===== src/rtl/restoring_div_34b_pkg.sv =====
// Shared types and sizing for the restoring divider.
// RESTORING_DIV_RADIX4_EN selects two restoring steps per clock.
package div_pkg;

    typedef enum logic [1:0] {
        IDLE,
        BUSY,
        DONE
    } div_state_e;

    localparam int unsigned DIV_W = 34;

`ifdef RESTORING_DIV_RADIX4_EN
    localparam int unsigned DIV_STEPS = 2;
`else
    localparam int unsigned DIV_STEPS = 1;
`endif

    localparam int unsigned DIV_ITERS = DIV_W / DIV_STEPS;
    localparam int unsigned DIV_CNT_W = $clog2(DIV_ITERS + 1);

endpackage


===== src/rtl/restoring_div_34b_if.sv =====
// Start/done handshake bundle between a requester and the restoring divider.
interface restoring_div_34b_if #(
    parameter int unsigned W = div_pkg::DIV_W
);
    logic           start;
    logic [2*W-1:0] a;
    logic [W-1:0]   b;
    logic [W-1:0]   q;
    logic [W-1:0]   r;
    logic           done;
    logic           busy;
    logic           dz;
    logic           ovf;

    modport master (
        output start, a, b,
        input  q, r, done, busy, dz, ovf
    );

    modport slave (
        input  start, a, b,
        output q, r, done, busy, dz, ovf
    );
endinterface


===== src/rtl/restoring_div_34b_step.sv =====
// One combinational restoring-division step: shift in a dividend bit, try to subtract.
module div_step #(
    parameter int unsigned W = 34
) (
    input  logic [W-1:0] rem,
    input  logic         in_bit,
    input  logic [W-1:0] divisor,
    output logic [W-1:0] rem_next,
    output logic         q_bit
);
    logic [W:0]   w_shifted;
    logic         w_ge;
    logic [W-1:0] w_diff;

    // rem < divisor holds on entry, so a successful difference always fits in W bits
    always_comb begin
        w_shifted = {rem, in_bit};
        w_ge      = (w_shifted >= {1'b0, divisor});
        w_diff    = w_shifted[W-1:0] - divisor;
        q_bit     = w_ge;
        rem_next  = w_ge ? w_diff : w_shifted[W-1:0];
    end
endmodule


===== src/rtl/restoring_div_34b.sv =====
// Iterative unsigned 2W/W restoring divider with start/done handshake.
// RESTORING_DIV_RADIX4_EN chains two div_step instances for W/2 iterations.
module restoring_div_34b
    import div_pkg::*;
#(
    parameter int unsigned W = DIV_W
) (
    input  logic                clk,
    input  logic                rst_n,
    restoring_div_34b_if.slave  bus
);
    localparam int unsigned ITERS = W / DIV_STEPS;
    localparam int unsigned CNT_W = $clog2(ITERS + 1);

    div_state_e       r_state;
    div_state_e       w_state_next;
    logic [W-1:0]     r_b;
    logic [W-1:0]     r_rem;
    logic [W-1:0]     r_shf;
    logic [W-1:0]     r_quo;
    logic [CNT_W-1:0] r_cnt;
    logic [W-1:0]     r_q;
    logic [W-1:0]     r_r;
    logic             r_done;
    logic             r_dz;
    logic             r_ovf;

    logic [W-1:0]     w_a_hi;
    logic [W-1:0]     w_a_lo;
    logic             w_accept;
    logic             w_is_dz;
    logic             w_is_ovf;
    logic             w_last;
    logic [W-1:0]     w_rem1;
    logic             w_qb1;
    logic [W-1:0]     w_rem_fin;
    logic [W-1:0]     w_quo_next;
    logic [W-1:0]     w_shf_next;

    always_comb begin
        w_a_hi   = bus.a[2*W-1:W];
        w_a_lo   = bus.a[W-1:0];
        w_accept = bus.start && ((r_state == IDLE) || (r_state == DONE));
        w_is_dz  = (bus.b == '0);
        w_is_ovf = !w_is_dz && (w_a_hi >= bus.b);
        w_last   = (r_cnt == CNT_W'(ITERS - 1));
    end

    div_step #(.W(W)) u_step0 (
        .rem      (r_rem),
        .in_bit   (r_shf[W-1]),
        .divisor  (r_b),
        .rem_next (w_rem1),
        .q_bit    (w_qb1)
    );

`ifdef RESTORING_DIV_RADIX4_EN
    logic [W-1:0] w_rem2;
    logic         w_qb2;

    div_step #(.W(W)) u_step1 (
        .rem      (w_rem1),
        .in_bit   (r_shf[W-2]),
        .divisor  (r_b),
        .rem_next (w_rem2),
        .q_bit    (w_qb2)
    );

    always_comb begin
        w_rem_fin  = w_rem2;
        w_quo_next = {r_quo[W-3:0], w_qb1, w_qb2};
        w_shf_next = {r_shf[W-3:0], 2'b00};
    end
`else
    always_comb begin
        w_rem_fin  = w_rem1;
        w_quo_next = {r_quo[W-2:0], w_qb1};
        w_shf_next = {r_shf[W-2:0], 1'b0};
    end
`endif

    always_ff @(posedge clk) begin
        if (!rst_n) begin
            r_state <= IDLE;
        end else begin
            r_state <= w_state_next;
        end
    end

    always_comb begin
        w_state_next = r_state;
        case (r_state)
            IDLE, DONE: begin
                if (w_accept) begin
                    w_state_next = (w_is_dz || w_is_ovf) ? DONE : BUSY;
                end
            end
            BUSY: begin
                if (w_last) begin
                    w_state_next = DONE;
                end
            end
            default: w_state_next = IDLE;
        endcase
    end

    always_ff @(posedge clk) begin
        if (!rst_n) begin
            r_b    <= '0;
            r_rem  <= '0;
            r_shf  <= '0;
            r_quo  <= '0;
            r_cnt  <= '0;
            r_q    <= '0;
            r_r    <= '0;
            r_done <= 1'b0;
            r_dz   <= 1'b0;
            r_ovf  <= 1'b0;
        end else if (w_accept) begin
            r_done <= 1'b0;
            r_dz   <= 1'b0;
            r_ovf  <= 1'b0;
            if (w_is_dz) begin
                r_q    <= '1;
                r_r    <= w_a_lo;
                r_dz   <= 1'b1;
                r_done <= 1'b1;
            end else if (w_is_ovf) begin
                r_q    <= '1;
                r_r    <= '0;
                r_ovf  <= 1'b1;
                r_done <= 1'b1;
            end else begin
                r_b   <= bus.b;
                r_rem <= w_a_hi;
                r_shf <= w_a_lo;
                r_quo <= '0;
                r_cnt <= '0;
            end
        end else if (r_state == BUSY) begin
            r_rem <= w_rem_fin;
            r_shf <= w_shf_next;
            r_quo <= w_quo_next;
            r_cnt <= r_cnt + CNT_W'(1);
            if (w_last) begin
                r_q    <= w_quo_next;
                r_r    <= w_rem_fin;
                r_done <= 1'b1;
                r_dz   <= 1'b0;
                r_ovf  <= 1'b0;
            end
        end
    end

    always_comb begin
        bus.q    = r_q;
        bus.r    = r_r;
        bus.done = r_done;
        bus.busy = (r_state == BUSY);
        bus.dz   = r_dz;
        bus.ovf  = r_ovf;
    end
endmodule


===== src/flat_wrapper.sv =====
// flat-port wrapper written by rule: the top's interface ports become plain ports
module restoring_div_34b_flat import div_pkg::*;
#(
    parameter int unsigned W = DIV_W
)
  (clk, rst_n, bus_start, bus_a, bus_b, bus_q, bus_r, bus_done, bus_busy, bus_dz, bus_ovf);
  restoring_div_34b_if #(.W(W)) bus_i ();
  input  logic clk;
  input  logic rst_n;
  input wire logic [$bits(bus_i.start)-1:0] bus_start;
  input wire logic [$bits(bus_i.a)-1:0] bus_a;
  input wire logic [$bits(bus_i.b)-1:0] bus_b;
  output wire logic [$bits(bus_i.q)-1:0] bus_q;
  output wire logic [$bits(bus_i.r)-1:0] bus_r;
  output wire logic [$bits(bus_i.done)-1:0] bus_done;
  output wire logic [$bits(bus_i.busy)-1:0] bus_busy;
  output wire logic [$bits(bus_i.dz)-1:0] bus_dz;
  output wire logic [$bits(bus_i.ovf)-1:0] bus_ovf;
  assign bus_i.start = bus_start;
  assign bus_i.a = bus_a;
  assign bus_i.b = bus_b;
  assign bus_q = bus_i.q;
  assign bus_r = bus_i.r;
  assign bus_done = bus_i.done;
  assign bus_busy = bus_i.busy;
  assign bus_dz = bus_i.dz;
  assign bus_ovf = bus_i.ovf;
  restoring_div_34b #(.W(W)) u_core (.clk(clk), .rst_n(rst_n), .bus(bus_i));
endmodule

===== config.mk =====
export PLATFORM = sky130hd
export DESIGN_NAME = restoring_div_34b_flat
export DESIGN_NICKNAME = d
export VERILOG_FILES = /design/src/rtl/restoring_div_34b_pkg.sv /design/src/rtl/restoring_div_34b_if.sv /design/src/rtl/restoring_div_34b_step.sv /design/src/rtl/restoring_div_34b.sv /design/src/flat_wrapper.sv
export SDC_FILE = /design/constraint.sdc
export NUM_CORES = 1
export LEC_CHECK = 0
export BUFFER_PORTS_ARGS = -buffer_cell sky130_fd_sc_hd__buf_2
export CORE_ASPECT_RATIO = 0.7
export CORE_UTILIZATION = 40
export DETAILED_ROUTE_END_ITERATION = 16
export SYNTH_ARGS = -nofsm -noshare
export SYNTH_HDL_FRONTEND = slang
export SYNTH_SLANG_ARGS = --single-unit

===== constraint.sdc =====
create_clock -name clk -period 2.7 [get_ports clk]
set_input_delay 0.27 -clock clk [delete_from_list [all_inputs] [get_ports clk]]
set_output_delay 0.27 -clock clk [all_outputs]
set_load 0.05 [all_outputs]

==> results.md, run 1 <==
- CTS Hold Bufs: 0
- Area of the core region: 28000 um2
- Number of global-route vias before repair: 11500
- Pwr dens: 858 nW/um2
- Number of DRC violations after detailed routing: 0
- Fraction of power consumed by the clock network: 0.236
- Post-synth cell types: 58
- Path class of the lowest-slack min-delay path: in -> reg
- Met1 routed wirelength after detailed routing: 19600 um
- CTS Buf Count: 23
- Final hold vios: 0
- Filler-free cell count of the finished design: 2193
- Net count reported at finish: 1986
- Data arrival time of the critical path: 3220 ps
- Number of cells after detailed placement: 2122
- Element type at the critical path start: register
- Number of flops mapped to enable cells by yosys: 0
- Crit path capture type: register
- Pins Over Slew Limit: 0
- Post-synth ARST share: 0
- Register share of total power: 0.267
- Cell Rows: 51
- Mapped Area: 11500 um2
- Fraction of layout cells with a size suffix above 1: 0.377
- Post-layout min period: 2820 ps
- Gate count after technology mapping: 1422
- Routed length on met3: 3200 um
- Violations in the final reports: negative setup slack
- Fmax achieved: 355 MHz
- IO Port Bufs: 176
- Area growth from synthesis to layout: 42.7%
- Global-route wire length before repair: 63400 um
- Total Power: 0.0141 W
- Worst Hold Depth: 3
- Most used flip-flop cell after synthesis: sky130_fd_sc_hd__dfxtp_1
- Crit. Startpoint: u_core.r_b[8]
- Die extent in x: 205 um
- Maximum vdd ir drop: 0.509 mV
- Average cell area after synthesis: 8.09 um2
- Largest net degree at the start of global routing: 89
- DRT Pass-1 Iters: 5
- RSZ-0062 raised after global routing: true
- HPWL reported at the end of detailed placement: 30200 um
- Worst relative slew slack: 0.543
- Leftover overflow at the end of global routing: 0
- R2R Setup Slk: -120 ps
- Synthesis-stage register bit count: 214
- Number of antenna violations at the first check in global routing: 0
- Max stage delay on crit path: 330 ps
- Max layer used: met4
- Endpoint of the lowest-slack register-to-register path: u_core.bus.r[22]
- Post-route worst setup slack: -115 ps
- Worst Setup Path Type: reg -> reg
- CTS sink count: 214
- Highest-delay cell along the critical path: sky130_fd_sc_hd__dfxtp_2
- Die Y-Extent: 144 um
- Depth of the worst register-to-register path: 15
- Synthesized netlist net count: 1598
- Leakage Power: 7.46 nW
- Clk slew on worst S/H paths: 60 ps
- Top-level port count: 177
- Insertion delay of the later-clocked pin in the worst-skew pair: 530 ps
- Count of routing violations after the opening detailed-route iteration: 1037
- CTS tree: done
- Comb pwr share: 0.497
- MaxCap Viol Count: 0
- Yosys warnings: 0
- Pin slew with the least headroom to its limit: 685 ps
- Clock tree buffer depth: 3
- Largest fanout on the critical path: 6
- Final setup viols: 55
- R2r startpoint: u_core.r_b[8]
- Result of the run: finished, violations left
- Share of the yosys chip area belonging to registers: 0.372
- Detail Route met2 WL: 17700 um
- Vias per inst: 5.58
- Total vias in the final route: 12200
- Maximum level of the CTS H-tree: 1
- Critical path destination: u_core.bus.r[22]
- Cell chain of the critical path: inv_2 > ha_4 > buf_4 > a21oi_2 > o21ai_1 > a32oi_1 > a311oi_2 > o21ai_4 > buf_6 > nor2_4 > buf_6 > buf_6 > a22o_4 > a31oi_1 > a21oi_1
- Avg WL per Cell: 19.0 um
- Internal: 0.00865 W
- Routed wire length: 41700 um
- GRT Resource Usage Total: 0.273
- Root buffer cell: sky130_fd_sc_hd__clkbuf_16
- Setup Skew: 22.3 ps
- Effective utilization at floorplan: 0.411
- WP data required: 3110 ps
- Sw Ratio: 0.386
- Floorplan die area: 29500 um2
- Crit-path most repeated cell: sky130_fd_sc_hd__buf_6
- Inserted Diodes: 0
- Weighted congestion at the end of routability-driven global placement: 0.943
- Fraction of the cycle the final worst path needs: 1.04
- Antenna viol nets, final: 0
- Reported net switching power: 0.00543 W
Yosys cell counts, drive strengths merged, types with 9 or more instances:
library cell	number	area (um2)
a21boi	73	548
a21o	16	120
a21oi	115	579
a22oi	18	135
a31oi	38	238
buf	34	173
clkbuf	73	274
dfxtp	214	4280
ha	70	876
inv	84	315
nand2	224	841
nand2b	9	56.3
nand3	85	425
nand4	18	113
nor2	32	120
nor2b	9	56.3
nor3	10	61.3
nor4	10	62.6
o211a	34	340
o21a	10	75.1
o21ai	113	566
o221a	40	450
xnor2	17	149
xor2	12	105
sequential cells by signal, indices dropped and copies added (netlist names):
name / count
u_core.r_b: 34
u_core.bus.ovf: 1
u_core.bus.done: 1
u_core.r_state: 2
u_core.bus.r: 34
u_core.r_shf: 34
u_core.r_rem: 34
u_core.bus.q: 34
u_core.r_quo: 33
u_core.bus.dz: 1
u_core.r_cnt: 6
cell families (layout without fill, tap and decap cells):
kind of cell,count (synthesis),in the layout,synth area share
XOR/XNOR,29,29,0.0221
AO/OA/AOI/OAI,505,505,0.302
AND/OR/NAND/NOR,412,412,0.160
buffers and inverters,191,591,0.0662
adder cells (fa/ha/maj),71,71,0.0779
flip-flops,214,214,0.372
power groups by stage:
stage | logic [W] | registers [W] | clock network, W
3_3_place_gp | 0.00554 | 0.00379 | 0
6_report | 0.00699 | 0.00376 | 0.00333
2_1_floorplan | 0.00274 | 0.00419 | 0
4_1_cts | 0.00630 | 0.00375 | 0.00336
5_1_grt | 0.00744 | 0.00379 | 0.00350
3_5_place_dp | 0.00556 | 0.00379 | 0
placed cells by master, fill, tap and decap left out, types with 20 or more instances in the layout:
master                      Yosys  final
sky130_fd_sc_hd__nor2_1        32     29
sky130_fd_sc_hd__a21oi_2        1     24
sky130_fd_sc_hd__a21boi_0      73     63
sky130_fd_sc_hd__inv_1         84     72
sky130_fd_sc_hd__o21ai_0      102     87
sky130_fd_sc_hd__nand3_1       85     83
sky130_fd_sc_hd__dfxtp_1      214    197
sky130_fd_sc_hd__clkbuf_16      0     24
sky130_fd_sc_hd__nand2_1      224    219
sky130_fd_sc_hd__ha_1          70     56
sky130_fd_sc_hd__o21ai_1       11     20
sky130_fd_sc_hd__o221a_2       40     37
sky130_fd_sc_hd__buf_2         30    175
sky130_fd_sc_hd__a21oi_1      114     90
sky130_fd_sc_hd__a31oi_1       38     37
sky130_fd_sc_hd__o211a_1       34     34
sky130_fd_sc_hd__buf_4          0    258
routing by layer:
| metal | up-vias | global-route usage |
|---|---|---|
| met5 | - | 0 |
| met2 | 500 | 0.406 |
| met4 | 0 | 0.0844 |
| met1 | 5784 | 0.399 |
| li1 | 5891 | - |
| met3 | 65 | 0.0447 |
layout make-up:
cell class,instances,area (um2)
Inverter,84,318
Timing Repair Buffer,470,3390
Fill cell,2519,11600
Clock buffer,25,593
Multi-Input combinational cell,1017,7170
Clock inverter,12,174
Tap cell,371,464
Sequential cell,214,4310
worst max-delay path: cells and delay by family, from the launching register on:
kind	cells	cell delay, ps
compound gates	8	1480
fa+ha+maj	1	250
buf+inv	5	600
flops	1	330
simple gates	1	40
stage by stage:
step                worst slack (ps)  hold WS [ps]  cell area (um2)  setup TNS [ps]  utilization
CTS                             -105          25.8            16000           -1750        0.569
detailed placement              -853           460            14600         -149140        0.521
floorplan                       31.6           415            11500               0            -
global route                    -262          42.9            16400          -11110        0.586
global placement                -863           453            14600         -156290        0.521
finish                          -115          35.1            16400           -3060        0.586
worst min path at each step:
stage | slack, ps | start | to
after global routing | 40 | bus_b[10] | u_core.r_b[10]
after CTS | 30 | bus_b[10] | u_core.r_b[10]
after detailed placement | 460 | u_core.bus.dz | u_core.bus.dz
after global placement | 450 | u_core.r_b[6] | u_core.r_b[6]
final | 40 | bus_b[9] | u_core.r_b[9]
after floorplan | 410 | bus_b[0] | u_core.r_b[0]
repair_timing:
action / in CTS / in global routing
gates cloned: 0 / 1
buffers inserted: 14 / 21
setup endpoints to repair: 209 / 150
pin swaps: 55 / 53
gates resized for setup: 127 / 74
(Power assumes the default switching activity.)
==> run 2: changes to the inputs <==
==> constraint.sdc (replaced) <==
create_clock -name clk -period 2.7 [get_ports clk]
set_input_delay 0.27 -clock clk [delete_from_list [all_inputs] [get_ports clk]]
set_output_delay 0.27 -clock clk [all_outputs]
set_load 0.02 [all_outputs]
==> run 2 against run 1 <==
The flow still finishes with violations (negative setup slack). Largest power group unchanged. Power shrank 2.7%. Highest routed layer unchanged. Worst hold slack lost 7.4 ps. First-iteration DRC count shrank 1.4%.
==> results.md, run 2 (same netlist as run 1, synthesis figures left out) <==
- Data arrival time of the critical path: 3320 ps
- Result of the run: finished, violations left
- Placement-stage cell area: 14600 um2
- RSZ-0062 raised after global routing: true
- Worst Setup Path Type: reg -> reg
- Commonest non-fill, non-tap cell in the layout: sky130_fd_sc_hd__buf_4
- Die extent in x: 205 um
- Clk slew on worst S/H paths: 70 ps
- Combined area of the multi-input logic cells: 7290 um2
- HPWL reported at the end of detailed placement: 30200 um
- Worst Hold Depth: 3
- Net count reported at finish: 1973
- Sw Ratio: 0.372
- Routed wire length: 41400 um
- DRT Pass-1 Iters: 5
- Leakage Power: 7.44 nW
- Final hold vios: 0
- R2R Setup Slk: -170 ps
- WP data required: 3140 ps
- Reported net switching power: 0.00510 W
- MaxCap Viol Count: 0
- Depth of the worst register-to-register path: 13
- Fraction of layout cells with a size suffix above 1: 0.377
- Fraction of power consumed by the clock network: 0.231
- GRT Resource Usage Total: 0.273
- Element type at the critical path start: register
- R2r startpoint: u_core.r_b[6]
- Clock tree buffer depth: 3
- Comb pwr share: 0.494
- Root buffer cell: sky130_fd_sc_hd__clkbuf_16
- Combined flip-flop and latch cell area: 4310 um2
- Global-route wire length before repair: 63400 um
- Weighted congestion at the end of routability-driven global placement: 0.951
- Die Y-Extent: 144 um
- Number of DRC violations after detailed routing: 0
- Pin slew with the least headroom to its limit: 682 ps
- Largest fanout on the critical path: 7
- Violations in the final reports: negative setup slack
- Min-Delay Endpoint: u_core.r_b[10]
- Number of global-route vias before repair: 11200
- Internal: 0.00860 W
- Area growth from synthesis to layout: 43.2%
- Largest net degree at the start of global routing: 89
- Post-route worst setup slack: -173 ps
- Area of the core region: 28000 um2
- Pins Over Slew Limit: 0
- Avg WL per Cell: 19.0 um
- CTS Buf Count: 22
- Final setup viols: 67
- Setup Skew: 11.5 ps
- Endpoint of the lowest-slack register-to-register path: u_core.r_rem[6]
- Post-layout min period: 2870 ps
- Floorplan die area: 29500 um2
- Setup Slack @ Placement: -837 ps
- Path class of the lowest-slack min-delay path: in -> reg
- Pwr dens: 832 nW/um2
- CTS sink count: 214
- Most frequent cells in the layout: sky130_fd_sc_hd__buf_4 (243), sky130_fd_sc_hd__nand2_1 (219), sky130_fd_sc_hd__dfxtp_1 (196), sky130_fd_sc_hd__buf_2 (175), sky130_fd_sc_hd__o21ai_0 (91)
- Maximum level of the CTS H-tree: 1
- Leftover overflow at the end of global routing: 0
- Total Power: 0.0137 W
- Filler cells: 2511
- CTS tree: done
- Insertion delay of the later-clocked pin in the worst-skew pair: 510 ps
- Inserted Diodes: 0
- Fmax achieved: 348 MHz
- Hold wc startpoint: bus_b[10]
- Fraction of the cycle the final worst path needs: 1.06
- Vias per inst: 5.58
- Top-level port count: 177
- Antenna viol nets, final: 0
- IO Port Bufs: 176
- Worst relative slew slack: 0.545
- Cell Rows: 51
- Crit path capture type: register
- Effective utilization at floorplan: 0.411
- Design area: 16500 um2
- Number of antenna violations at the first check in global routing: 0
- Register share of total power: 0.275
- Maximum vdd ir drop: 0.425 mV
- Total vias in the final route: 12200
- Count of routing violations after the opening detailed-route iteration: 1022
## run 2: cell count changes in the layout (fill, tap and decap cells not counted), moves of 4 or more
cell / delta
sky130_fd_sc_hd__a21boi_1: -7
sky130_fd_sc_hd__clkbuf_1: +5
sky130_fd_sc_hd__a21boi_0: +6
sky130_fd_sc_hd__o21ai_0: +4
sky130_fd_sc_hd__buf_8: +4
sky130_fd_sc_hd__buf_4: -15
sky130_fd_sc_hd__clkbuf_8: +6
sky130_fd_sc_hd__o21ai_1: -4
## run 2: power by group through the flow
stage / registers (W) / clock network, W / logic [W]
2_1_floorplan: 0.00389 / 0 / 0.00273
3_3_place_gp: 0.00379 / 0 / 0.00523
3_5_place_dp: 0.00379 / 0 / 0.00525
4_1_cts: 0.00374 / 0.00319 / 0.00602
5_1_grt: 0.00380 / 0.00333 / 0.00722
6_report: 0.00377 / 0.00316 / 0.00677
## run 2: metrics by stage
stage                     utilization  TNS (ps)  std cells  hold slack (ps)
after floorplan                     -         0       1422              415
after global placement          0.520   -151490       2121              454
after detailed placement        0.520   -147360       2121              460
after CTS                       0.567     -5080       2172             20.9
after global routing            0.588    -15640       2184             53.9
final                           0.588     -6530       2184             27.7
## run 2: layout make-up
class,instances,area share
inverter,84,0.0193
tap,371,0.0282
timing repair buffer,458,0.204
multi-input combinational,1017,0.443
sequential,214,0.261
clock inverter,4,0.00273
clock buffer,36,0.0422
## run 2: per-layer routing
metal / wire length, um / vias up / GRT usage
li1: - / 5883 / -
met4: 992 / 0 / 0.0683
met2: 17500 / 447 / 0.403
met1: 20100 / 5801 / 0.413
met3: 2750 / 65 / 0.0347
met5: 0 / - / 0
## run 2: critical path: stages, from the launching register on
cell and delay, ps:
sky130_fd_sc_hd__dfxtp_1 340, sky130_fd_sc_hd__inv_1 70, sky130_fd_sc_hd__ha_2 380, sky130_fd_sc_hd__nand4_1 140
sky130_fd_sc_hd__buf_4 180, sky130_fd_sc_hd__nor4_2 250, sky130_fd_sc_hd__nand4_1 220, sky130_fd_sc_hd__o311ai_2 150
sky130_fd_sc_hd__o21ai_4 120, sky130_fd_sc_hd__buf_6 140, sky130_fd_sc_hd__nor2_4 200, sky130_fd_sc_hd__inv_4 110
sky130_fd_sc_hd__o31a_1 340, sky130_fd_sc_hd__a21oi_2 150
## run 2: timing repair
| item | 4_1_cts | 5_1_grt |
|---|---|---|
| setup buffers | 12 | 12 |
| endpoints found under the setup margin | 208 | 172 |
| hold buffers | 0 | 0 |
| cloned | 2 | 1 |
| gates resized for setup | 99 | 111 |
| pin swaps | 61 | 44 |
## run 2: worst max path at each step
stage | start | to | slack, ps
after global placement | bus_b[11] | u_core.r_rem[13] | -850
after CTS | u_core.r_b[3] | u_core.r_rem[30] | -140
final | u_core.r_b[6] | u_core.r_rem[6] | -170
after global routing | u_core.r_b[14] | u_core.bus.r[32] | -320
after detailed placement | bus_b[11] | u_core.r_cnt[4] | -840
after floorplan | u_core.r_shf[33] | u_core.bus.r[32] | 30
==> run 3: changes to the inputs <==
--- a/config.mk
+++ b/config.mk
@@ -11,4 +11,5 @@
 export DETAILED_ROUTE_END_ITERATION = 16
 export SYNTH_ARGS = -nofsm -noshare
 export SYNTH_HDL_FRONTEND = slang
+export SYNTH_HIERARCHICAL = 1
 export SYNTH_SLANG_ARGS = --single-unit
==> run 3 against run 2 <==
Worst hold slack got worse by 7.4 ps. Area after synthesis rose by 3.4%. Sequential power up 1%. First-iteration DRC count decreased by 20%. The run still ends with negative setup slack left. Combinational power rose by 19%. Via count shrank 3.0%. Sequential share of layout area shrank 0.43 points. Register-to-register slack improved by 30 ps. Setup slack improved by 29 ps. Critical path type unchanged. Fmax up 1.0%. Cell count is 2.7% lower.
==> results.md, run 3 <==
- Result of the run: finished, violations left
- Violations in the final reports: negative setup slack
- Post-synth ARST share: 0
- RSZ-0062 raised after global routing: true
- Worst relative slew slack: 0.487
- Vias per inst: 5.57
- Area of the core region: 29100 um2
- Commonest non-fill, non-tap cell in the layout: sky130_fd_sc_hd__buf_4
- Share of the yosys chip area belonging to registers: 0.360
- Gate count after technology mapping: 1378
- Data arrival time of the critical path: 3290 ps
- Root buffer cell: sky130_fd_sc_hd__clkbuf_16
- Final setup viols: 28
- Post-layout min period: 2840 ps
- Crit-path most repeated cell: sky130_fd_sc_hd__o21a_1
- Count of routing violations after the opening detailed-route iteration: 819
- Pin slew with the least headroom to its limit: 768 ps
- Internal: 0.00928 W
- Top-level port count: 177
- Cell chain of the critical path: inv_2 > ha_4 > a21o_1 > or3_4 > o21bai_4 > o21ai_4 > a32o_2 > o21a_1 > o21a_1 > o31ai_4 > a22oi_1 > o22ai_1
- Global-route wire length before repair: 62500 um
- Effective utilization at floorplan: 0.409
- Number of DRC violations after detailed routing: 0
- IO Port Bufs: 176
- Sum of negative setup slack: -1710 ps
- Leftover overflow at the end of global routing: 0
- Net count reported at finish: 1906
- Share of Yosys cell area claimed by the top area cell type: 0.360
- Fmax achieved: 352 MHz
- Max stage delay on crit path: 350 ps
- Filler-free cell count of the finished design: 2125
- Synthesized netlist net count: 1554
- Buffering stage count on the worst path with inverters included: 1
- Worst Setup Path Type: reg -> reg
- Leakage Power: 7.52 nW
- Inserted Diodes: 0
- Cell types with the highest counts after synthesis: sky130_fd_sc_hd__dfxtp_1 (214), sky130_fd_sc_hd__nand2_1 (136), sky130_fd_sc_hd__a21oi_1 (118)
- Setup Skew: 7.73 ps
- Weighted congestion at the end of routability-driven global placement: 0.893
- Fraction of power consumed by the clock network: 0.217
- Die extent in x: 208 um
- Most frequent cell after synthesis: sky130_fd_sc_hd__dfxtp_1
- Setup Slack @ Placement: -415 ps
- Number of antenna violations at the first check in global routing: 0
- Most frequent cells in the layout: sky130_fd_sc_hd__buf_4 (221), sky130_fd_sc_hd__dfxtp_1 (196), sky130_fd_sc_hd__buf_2 (175), sky130_fd_sc_hd__nand2_1 (119), sky130_fd_sc_hd__a21oi_1 (105)
- Comb pwr share: 0.531
- Maximum vdd ir drop: 0.584 mV
- Total Power: 0.0151 W
- Main area contributors after synthesis: sky130_fd_sc_hd__dfxtp_1 (36%), sky130_fd_sc_hd__mux2i_1 (8.6%), sky130_fd_sc_hd__ha_1 (7.4%), sky130_fd_sc_hd__a21oi_1 (5.0%), sky130_fd_sc_hd__o31ai_1 (4.4%)
- Floorplan die area: 30500 um2
- Highest-delay cell along the critical path: sky130_fd_sc_hd__or3_4
- Element type at the critical path start: register
- Maximum level of the CTS H-tree: 1
- Largest net degree at the start of global routing: 143
- MaxCap Viol Count: 0
- Number of global-route vias before repair: 11300
- WP data required: 3140 ps
- Number of flops mapped to enable cells by yosys: 0
- Pwr dens: 903 nW/um2
- Yosys warnings: 6
- Average cell area after synthesis: 8.64 um2
- Die Y-Extent: 146 um
- Crit path capture type: register
- Filler cells: 2589
- Pins Over Slew Limit: 0
- Family with the most delay on the worst path: compound AO/OA/AOI/OAI gates
- Synthesis-stage register bit count: 214
- Path class of the lowest-slack min-delay path: in -> reg
- Reported net switching power: 0.00585 W
- Insertion delay of the later-clocked pin in the worst-skew pair: 520 ps
- Mapped Area: 11900 um2
- Clk slew on worst S/H paths: 60 ps
- CTS tree: done
- Fraction of the cycle the final worst path needs: 1.05
- CTS sink count: 214
- Final hold vios: 0
- Sw Ratio: 0.387
- Cell type with the largest total area after synthesis: sky130_fd_sc_hd__dfxtp_1
- Total vias in the final route: 11800
- DRT Pass-1 Iters: 6
- Avg WL per Cell: 19.1 um
- Final worst hold slack: 20.4 ps
- Post-route worst setup slack: -144 ps
- Clock tree buffer depth: 3
- Post-synth cell types: 69
- Most used flip-flop cell after synthesis: sky130_fd_sc_hd__dfxtp_1
- Area growth from synthesis to layout: 40.7%
- Cell Rows: 52
- GRT Resource Usage Total: 0.253
- Register share of total power: 0.252
- Antenna viol nets, final: 0
- HPWL reported at the end of detailed placement: 27100 um
- CTS Buf Count: 23
- Fraction of layout cells with a size suffix above 1: 0.400
- Number of cells after detailed placement: 2053
- Largest fanout on the critical path: 4
- Routed wire length: 40600 um
## run 3: cell types whose count changed in the layout (fill, tap and decap cells not counted), sizes merged, moves of 32 or more
cell,change
mux2i,+102
nand3,-73
o31ai,+68
a21boi,-71
nor2,+62
o21ai,-58
o211a,-34
o22ai,+38
nand2,-80
a31oi,-32
## run 3: what timing repair did
| item | in CTS | in global routing |
|---|---|---|
| endpoints found under the setup margin | 70 | 70 |
| hold buffers | 0 | 0 |
| cloned | 2 | 1 |
| pin swaps | 36 | 107 |
| gates resized for setup | 89 | 159 |
| buffers inserted | 12 | 22 |
## run 3: layer usage
layer | share of wire | up-vias | track usage | wire length [um]
li1 | - | 5713 | - | -
met1 | 0.50 | 5736 | 0.386 | 20400
met2 | 0.43 | 327 | 0.370 | 17300
met3 | 0.052 | 54 | 0.0391 | 2110
met4 | 0.020 | 0 | 0.0581 | 816
met5 | 0 | - | 0 | 0
## run 3: worst paths after layout
| path | cells past startpoint | start | end | slack, ps |
|---|---|---|---|---|
| max reg2reg | 12 | u_core/r_b[4] | u_core/bus.r[25] | -140 |
| min | 3 | bus_a[0] | u_core/r_shf[0] | 20 |
| min reg2reg | 2 | u_core/bus.r[12] | u_core/bus.r[12] | 460 |
| max | 12 | u_core/r_b[4] | u_core/bus.r[25] | -140 |
## run 3: kinds of logic after synthesis
family / count (synthesis) / share of synthesized area
buffers and inverters: 188 / 0.0682
and+or+nand+nor: 319 / 0.119
muxes: 103 / 0.0867
DFF: 214 / 0.360
adders and majority gates: 71 / 0.0753
xor gates and xnor gates: 32 / 0.0236
AOI/OAI and AO/OA: 451 / 0.268
## run 3: worst min-delay path, cell delays in order
cell,delay (ps)
sky130_fd_sc_hd__buf_2,110
sky130_fd_sc_hd__nand2_1,60
sky130_fd_sc_hd__a21oi_1,50
## run 3: final cells by class
type	instances	area (um2)	share of cell area
multi-input cells	977	7760	0.464
flip-flops and latches	214	4310	0.257
repair buffers	432	3120	0.186
clock buffers	29	648	0.0387
well taps	378	473	0.0282
inverters	82	312	0.0186
clock inverters	13	126	0.00755
## run 3: through the flow
step / cell area (um2) / util
6_report: 16700 / 0.576
5_1_grt: 16700 / 0.576
4_1_cts: 16000 / 0.548
3_5_place_dp: 14700 / 0.505
3_3_place_gp: 14700 / 0.505
2_1_floorplan: 11900 / -
## run 3: power by group through the flow
stage | Clock (W) | Sequential (W) | Combinational, W
global route | 0.00347 | 0.00385 | 0.00856
CTS | 0.00334 | 0.00379 | 0.00660
floorplan | 0 | 0.00399 | 0.00354
global placement | 0 | 0.00383 | 0.00585
finish | 0.00328 | 0.00381 | 0.00804
detailed placement | 0 | 0.00383 | 0.00588
